<file path="src/rtl/dispatch_window_if.sv">
// dispatch_window_if: fetch-side and sorter-side handshake bundle for the dispatch window.
interface dispatch_window_if #(
    parameter int FETCH_WIDTH = 4,
    parameter int INSTR_W = 24
);
    logic [INSTR_W-1:0] fetch_instr;
    logic fetch_valid;
    logic fetch_ready;
    logic [FETCH_WIDTH*INSTR_W-1:0] win_instr;
    logic [FETCH_WIDTH-1:0] win_valid;
    logic [FETCH_WIDTH-1:0] win_used;
    logic redirect_valid;
    logic flush;
    logic waiting;
    modport master (
        output fetch_instr, fetch_valid, win_used, redirect_valid, flush,
        input fetch_ready, win_instr, win_valid, waiting
    );
    modport slave (
        input fetch_instr, fetch_valid, win_used, redirect_valid, flush,
        output fetch_ready, win_instr, win_valid, waiting
    );
endinterface

</file>
<file path="src/rtl/dispatch_window.sv">
// dispatch_window: in-order instruction window with compaction, term squash and redirect wait.
// Define DISPATCH_WINDOW_STATS_EN to add the stat_issued/stat_stall counters.
module dispatch_window #(
    parameter int FETCH_WIDTH = 4,
    parameter int INSTR_W = 24
) (
    input logic clk,
    input logic rst,
    dispatch_window_if.slave bus
`ifdef DISPATCH_WINDOW_STATS_EN
    ,
    output logic [31:0] stat_issued,
    output logic [31:0] stat_stall
`endif
);
    localparam int CW = $clog2(FETCH_WIDTH + 1);
    typedef enum logic {RUN, WAIT_REDIRECT} state_t;
    state_t state, state_nx;
    logic [CW-1:0] count, count_nx, surv;
    logic [FETCH_WIDTH-1:0] valid, valid_nx, eff_used, keep, is_term;
    logic [INSTR_W-1:0] slots [FETCH_WIDTH];
    logic [INSTR_W-1:0] slots_nx [FETCH_WIDTH];
    logic found, cut, append;

    assign bus.fetch_ready = ~rst & (state == RUN) & (count < CW'(FETCH_WIDTH));
    assign bus.win_valid = valid;
    assign bus.waiting = (state == WAIT_REDIRECT);

    for (genvar k = 0; k < FETCH_WIDTH; k++) begin : g_win
        assign bus.win_instr[k*INSTR_W +: INSTR_W] = slots[k];
    end

    // cut goes high once the oldest term has issued; everything younger is squashed
    always_comb begin
        eff_used = bus.win_used & valid;
        found = 1'b0;
        cut = 1'b0;
        surv = '0;
        for (int k = 0; k < FETCH_WIDTH; k++) begin
            slots_nx[k] = slots[k];
            is_term[k] = valid[k] & (slots[k][INSTR_W-1 -: 3] == 3'b111);
        end
        for (int k = 0; k < FETCH_WIDTH; k++) begin
            keep[k] = valid[k] & ~eff_used[k] & ~cut;
            for (int j = 0; j < FETCH_WIDTH; j++)
                if (keep[k] && CW'(j) == surv) slots_nx[j] = slots[k];
            surv = keep[k] ? surv + CW'(1) : surv;
            if (is_term[k] && !found) begin
                found = 1'b1;
                cut = eff_used[k];
            end
        end
        append = bus.fetch_valid & bus.fetch_ready & ~cut;
        for (int j = 0; j < FETCH_WIDTH; j++)
            if (append && CW'(j) == surv) slots_nx[j] = bus.fetch_instr;
        count_nx = bus.flush ? '0 : surv + CW'(append);
        for (int k = 0; k < FETCH_WIDTH; k++)
            valid_nx[k] = CW'(k) < count_nx;
        state_nx = bus.flush ? RUN :
                   cut ? (bus.redirect_valid ? RUN : WAIT_REDIRECT) :
                   (state == WAIT_REDIRECT && bus.redirect_valid) ? RUN : state;
    end

    always_ff @(posedge clk) begin
        if (rst) begin
            state <= RUN;
            count <= '0;
            valid <= '0;
        end else begin
            state <= state_nx;
            count <= count_nx;
            valid <= valid_nx;
        end
    end

    always_ff @(posedge clk) begin
        for (int k = 0; k < FETCH_WIDTH; k++)
            slots[k] <= slots_nx[k];
    end

`ifdef DISPATCH_WINDOW_STATS_EN
    logic [31:0] issued_inc;

    always_comb begin
        issued_inc = '0;
        for (int k = 0; k < FETCH_WIDTH; k++)
            issued_inc = issued_inc + 32'(eff_used[k]);
    end

    always_ff @(posedge clk) begin
        if (rst) begin
            stat_issued <= '0;
            stat_stall <= '0;
        end else begin
            stat_issued <= stat_issued + (bus.flush ? 32'd0 : issued_inc);
            stat_stall <= stat_stall + 32'((state == WAIT_REDIRECT) || (count == CW'(FETCH_WIDTH)));
        end
    end
`endif
endmodule

</file>
<file path="src/flat_wrapper.sv">
// flat-port wrapper written by rule: the top's interface ports become plain ports
module dispatch_window_flat 
#(
    parameter int FETCH_WIDTH = 4,
    parameter int INSTR_W = 24
)
  (clk, rst, bus_fetch_instr, bus_fetch_valid, bus_win_used, bus_redirect_valid, bus_flush, bus_fetch_ready, bus_win_instr, bus_win_valid, bus_waiting);
  dispatch_window_if #(.FETCH_WIDTH(FETCH_WIDTH), .INSTR_W(INSTR_W)) bus_i ();
  input logic clk;
  input logic rst;
  input wire logic [$bits(bus_i.fetch_instr)-1:0] bus_fetch_instr;
  input wire logic [$bits(bus_i.fetch_valid)-1:0] bus_fetch_valid;
  input wire logic [$bits(bus_i.win_used)-1:0] bus_win_used;
  input wire logic [$bits(bus_i.redirect_valid)-1:0] bus_redirect_valid;
  input wire logic [$bits(bus_i.flush)-1:0] bus_flush;
  output wire logic [$bits(bus_i.fetch_ready)-1:0] bus_fetch_ready;
  output wire logic [$bits(bus_i.win_instr)-1:0] bus_win_instr;
  output wire logic [$bits(bus_i.win_valid)-1:0] bus_win_valid;
  output wire logic [$bits(bus_i.waiting)-1:0] bus_waiting;
  assign bus_i.fetch_instr = bus_fetch_instr;
  assign bus_i.fetch_valid = bus_fetch_valid;
  assign bus_i.win_used = bus_win_used;
  assign bus_i.redirect_valid = bus_redirect_valid;
  assign bus_i.flush = bus_flush;
  assign bus_fetch_ready = bus_i.fetch_ready;
  assign bus_win_instr = bus_i.win_instr;
  assign bus_win_valid = bus_i.win_valid;
  assign bus_waiting = bus_i.waiting;
  dispatch_window #(.FETCH_WIDTH(FETCH_WIDTH), .INSTR_W(INSTR_W)) u_core (.clk(clk), .rst(rst), .bus(bus_i));
endmodule
</file>
<file path="config.mk">
export PLATFORM = sky130hd
export DESIGN_NAME = dispatch_window_flat
export DESIGN_NICKNAME = d
export VERILOG_FILES = /design/src/rtl/dispatch_window_if.sv /design/src/rtl/dispatch_window.sv /design/src/flat_wrapper.sv
export SDC_FILE = /design/constraint.sdc
export NUM_CORES = 1
export LEC_CHECK = 0
export ABC_AREA = 0
export CORE_ASPECT_RATIO = 0.6
export CORE_MARGIN = 3
export CORE_UTILIZATION = 50
export DETAILED_ROUTE_END_ITERATION = 8
export GPL_TIMING_DRIVEN = 0
export PLACE_DENSITY = 0.8
export RECOVER_POWER = 50
export SETUP_SLACK_MARGIN = 0.05
export SYNTH_ARGS = -nofsm -noshare
export SYNTH_HDL_FRONTEND = slang
export SYNTH_SLANG_ARGS = --single-unit
export TNS_END_PERCENT = 50
</file>
<file path="constraint.sdc">
create_clock -name clk -period 8.7 [get_ports clk]
set_input_delay 2.175 -clock clk [delete_from_list [all_inputs] [get_ports clk]]
set_output_delay 2.175 -clock clk [all_outputs]
set_load 0.05 [all_outputs]
</file>
======== After elaboration in Yosys (flattened, before gate mapping) ========
Memories as Yosys holds them, arrays and structs flattened.
Cells that the tools add are included.
operators by class
  add/subtract/negate cells ............... 4
  multiply operators ...................... 0
  divide/modulo/power cells ............... 0
  magnitude comparators ................... 5
  eq/ne operators ......................... 15
  shifts and indexed selects .............. 0
  muxes and demuxes ....................... 30
  bitwise logic cells ..................... 26
  reduce and logical (&&, ||, !) cells .... 28
operator list
  cell                 number
  $mux 24              15
  $eq 2x3->1 const A   8
  $logic_and 1x1->1    19
  $and 1x1->1          15
  $eq 3x3->1 const B   4
  $logic_not 3->1      4
  $mux 3               4
  $mux 1               11
  $not 1->1            10
  $add 3x1->3 const B  3
  $eq 1x3->1 const A   3
  $lt 1x3->1 const A   2
  $lt 2x3->1 const A   2
  $and 4x4->4          1
  $add 3x1->3          1
  $logic_not 1->1      3
  $lt 3x3->1 const B   1
  $reduce_bool 2->1    1
  $reduce_or 2->1      1
word-level totals
  bits in registers ....................... 8
  latch bits .............................. 0
  bits in writable memories ............... 96
  ROM bits ................................ 0
  input port bits ......................... 33
  output and inout bits ................... 102
  word-level logic and storage cells ...... 112
  memories kept ........................... 1
memories
  memory        words  bits a word  read ports  clocked after memory_dff  wr ports  line                   source
  u_core.slots  4      24           4           0                         4         dispatch_window.sv:21  logic [INSTR_W-1:0] slots [FETCH_WIDTH];

======== Depth between registers and ports, before layout ========
An unclocked memory read counts as a cell.
  depth in word-level cells ............... 18
  gate-level depth with buffers ........... 14
  gate-level depth less buffers ........... 14

======== Least setup slack after synthesis ========
Ideal clock, no wire load.
  kind .................................... input to register
  start point ............................. in bus_win_used[0]
  end point ............................... mem u_core.slots[3][0], enable pin
  library setup time ...................... 0.438 ns
  arrival time ............................ 5.245 ns
  required time ........................... 8.262 ns
  slack ................................... 3.017 ns
  stages .................................. 10
  path buffers ............................ 0
  cell sequence ........................... nand2_1 -> nand3_1 -> inv_1 -> ha_1 -> a211oi_1 -> o2bb2ai_1 -> ha_1 -> ha_1 -> and3_1 -> o21ai_0
RTL lines
  element      line                   source
  from (decl)  flat_wrapper.sv:13     input wire logic [$bits(bus_i.win_used)-1:0] bus_win_used;
  to (decl)    dispatch_window.sv:21

==> run summary <==
Share of the synthesized area in the top cell type = 0.5077
Post-CTS Setup Bufs = 0
Synth Cell Area = 5678 um2
Grt total ovfl = 0
Clock sink count = 101
Slew margin rel. = -0.5251
Seq pwr share = 0.540
Final Non-Filler Cells = 664
Setup ws final = 1.558 ns
Leading area contributor after synthesis = edfxtp_1
Slew @ Worst Pin = 2.264 ns
Startpoint types = input port
Gates resized, CTS repair = 0
DP HPWL = 10.43 mm
Lkg Pwr = 0.001788 uW
CTS Root Cell = clkbuf_16
Sequential Area = 2983 um2
Synth area leaders = edfxtp_1 (51%), mux2_2 (29%), mux2_1 (4.2%)
Routed Antenna Nets = 0
Commonest non-fill, non-tap cell in the layout = mux2_2
FP Rows = 29
Count of pins over their slew limit = 20
Ant diodes = 0
Distinct cells, synth = 47
Pre-CTS WS = 1.473 ns
WP buf/inv = 4
Initial antenna violation count = 0
Post-layout minimum cycle time = 7.142 ns
Most frequent cells in the layout = mux2_2 (145), dlygate4sd3_1 (103), edfxtp_1 (96), clkdlybuf4s50_1 (31), mux2_1 (23)
Chip height = 88.55 um
Clock power frac = 0.399
Hold Crit Class = reg2reg
Sequential fraction of the synthesis area = 0.5253
Critical path's largest stage delay = 1.34 ns
Clk slew on worst S/H paths = 0.06 ns
Num ports = 135
RSZ-0062 raised after global routing = no
Area Overhead vs Synth = 32.02%
Vias in the first global route = 4005
Clk Latency, worst-skew pair = 0.34 ns
Slowest cell on crit path = nor4_1
Nets = 565
DR vias = 3874
Switch Pwr = 202.4 uW
Worst hold margin = 0.5563 ns
Sw Share = 0.2060
Internal power = 780.1 uW
Req. time, crit path = 8.66 ns
Initial Util = 0.5251
Die width = 143.6 um
Total GRT Usage = 0.2347
Worst endpoint data arrival time = 7.10 ns
Drc violations = 0
Max_cap viols = 2
Routed len/inst = 22.25 um
Largest net degree at the start of global routing = 25
CP delay by family, top = simple AND/OR/NAND/NOR gates
Final hold viol count = 0
Final core occ = 0.6932
Port bufs = 134
Cts hold-fix bufs = 0
DR pass1 iterations = 4
Period Utilization, post-route = 0.8209
Combinational power share = 0.061
Ys flop type = edfxtp_1
Layout cells sized above 1 = 0.3467
Critical Path, Cell by Cell = dlygate4sd3_1 > nand2_1 > nand3_1 > inv_1 > ha_1 > o31ai_1 > o2bb2ai_1 > inv_1 > ha_1 > and3_1 > nor4_1 > buf_6 > a31o_2
Die area = 12710 um2
Critical path fanouts, max = 24
Num CTS Buffers = 9
DRT iter0 DRCs = 210
WS Path Type = in2reg
Post-synthesis net count = 418
Filler instances = 748
Placed cells = 648
Failing checks = capacitance limit, slew limit
#FFs+latches synth = 101
Global-route wire length before repair = 22.69 mm
Post-synthesis cell count = 373
Core Region = 10810 um2
Final WL = 14.77 mm
CTS H-tree lvls = 3
Power Dens Cells = 131.1 nW/um2
Worst vdd ir = 0.1186 mV
Count of final setup violators = 0
FFs w/ async S/R, synth = 0
Synth warn = 0
Gpl congestion = 0.8180
Setup crit end kind = flop
Max Clock Skew = 0.007654 ns
Synthesized area per cell = 15.22 um2
Max clock buf depth = 2
Multi-input gate area = 2532 um2
Post-synth EDFFs = 96
Setup TNS = 0 ns
Routed vias/inst = 5.834
CTS tree = built
Peak Freq = 0.1400 GHz
Outcome = finished with violations
[path summary, 6_finish.rpt]
check | startpoint | endpoint | slack (ns) | cells after the start
worst max-delay path | bus_win_used[0] | u_core.slots[2][1]$_DFFE_PP_ | 1.56 | 13
worst min-delay path | u_core.bus.waiting$_SDFFE_PP0P_ | u_core.bus.waiting$_SDFFE_PP0P_ | 0.56 | 2
worst max register to register | u_core.bus.win_valid[0]$_SDFF_PP0_ | u_core.slots[2][1]$_DFFE_PP_ | 3.37 | 13
worst min register to register | u_core.bus.waiting$_SDFFE_PP0P_ | u_core.bus.waiting$_SDFFE_PP0P_ | 0.56 | 2
[area by class of cell]
cell class	count	share of cell area
well taps	139	0.02320
clock buffers	12	0.03155
plain buffers	16	0.01285
clock inverters	4	0.006343
inverters	8	0.004006
repair buffers	136	0.1863
flip-flops and latches	101	0.3979
multi-input cells	248	0.3378
[synth_stat cells (4+ instances only)]
cell	number
inv_1	8
mux2_1	21
buf_2	7
nand4_1	4
clkbuf_1	4
nor2_1	4
dfxtp_1	5
nand3_1	7
nand2_1	5
mux2_2	147
ha_1	12
buf_6	4
edfxtp_1	96
[cell families (layout without fill, tap and decap cells)]
kind of cell,after synthesis,in the layout,share of synthesized area
compound gates,24,24,0.03460
mux,169,169,0.3350
xor+xnor,2,2,0.003086
flops,101,101,0.5253
buf+inv,24,176,0.02269
simple gates,41,41,0.05289
fa+ha+maj,12,12,0.02644
[through the flow]
stage | power, uW | instance area, um2
CTS | 992.3 | 7541
global route | 1009 | 7496
detailed placement | 602.6 | 7257
global placement | 600.0 | 7193
floorplan | 569.5 | 5678
finish | 982.5 | 7496
[power groups by stage]
stage | clock network [uW] | logic [uW] | registers (uW)
global placement | 0 | 58.0 | 542
global route | 416 | 62.4 | 531
detailed placement | 0 | 61.0 | 542
floorplan | 0 | 17.9 | 552
finish | 392 | 59.6 | 531
CTS | 400 | 61.4 | 531
[flip-flops by register name (all words and copies together) (netlist names)]
signal and flops:
u_core.slots 96, u_core.bus.win_valid 4, u_core.bus.waiting 1
[routing by layer]
layer | track usage | vias up | wire, um
met4 | 0.05299 | 0 | 98
met3 | 0.05454 | 10 | 944
met1 | 0.3384 | 1955 | 6997
met2 | 0.3663 | 138 | 6732
met5 | 0 | - | 0
li1 | - | 1771 | -
[worst reg2reg max path: stages, from the launching register on]
cell and delay [ns]:
dfxtp_1 0.40, and4_4 0.30, nand2_1 0.06, nand3_1 0.14
inv_1 0.11, ha_1 0.37, o31ai_1 0.09, o2bb2ai_1 0.45
inv_1 0.19, ha_1 0.37, and3_1 0.19, nor4_1 1.34
buf_6 0.30, a31o_2 0.63
Power figures use the tool's default switching activity.
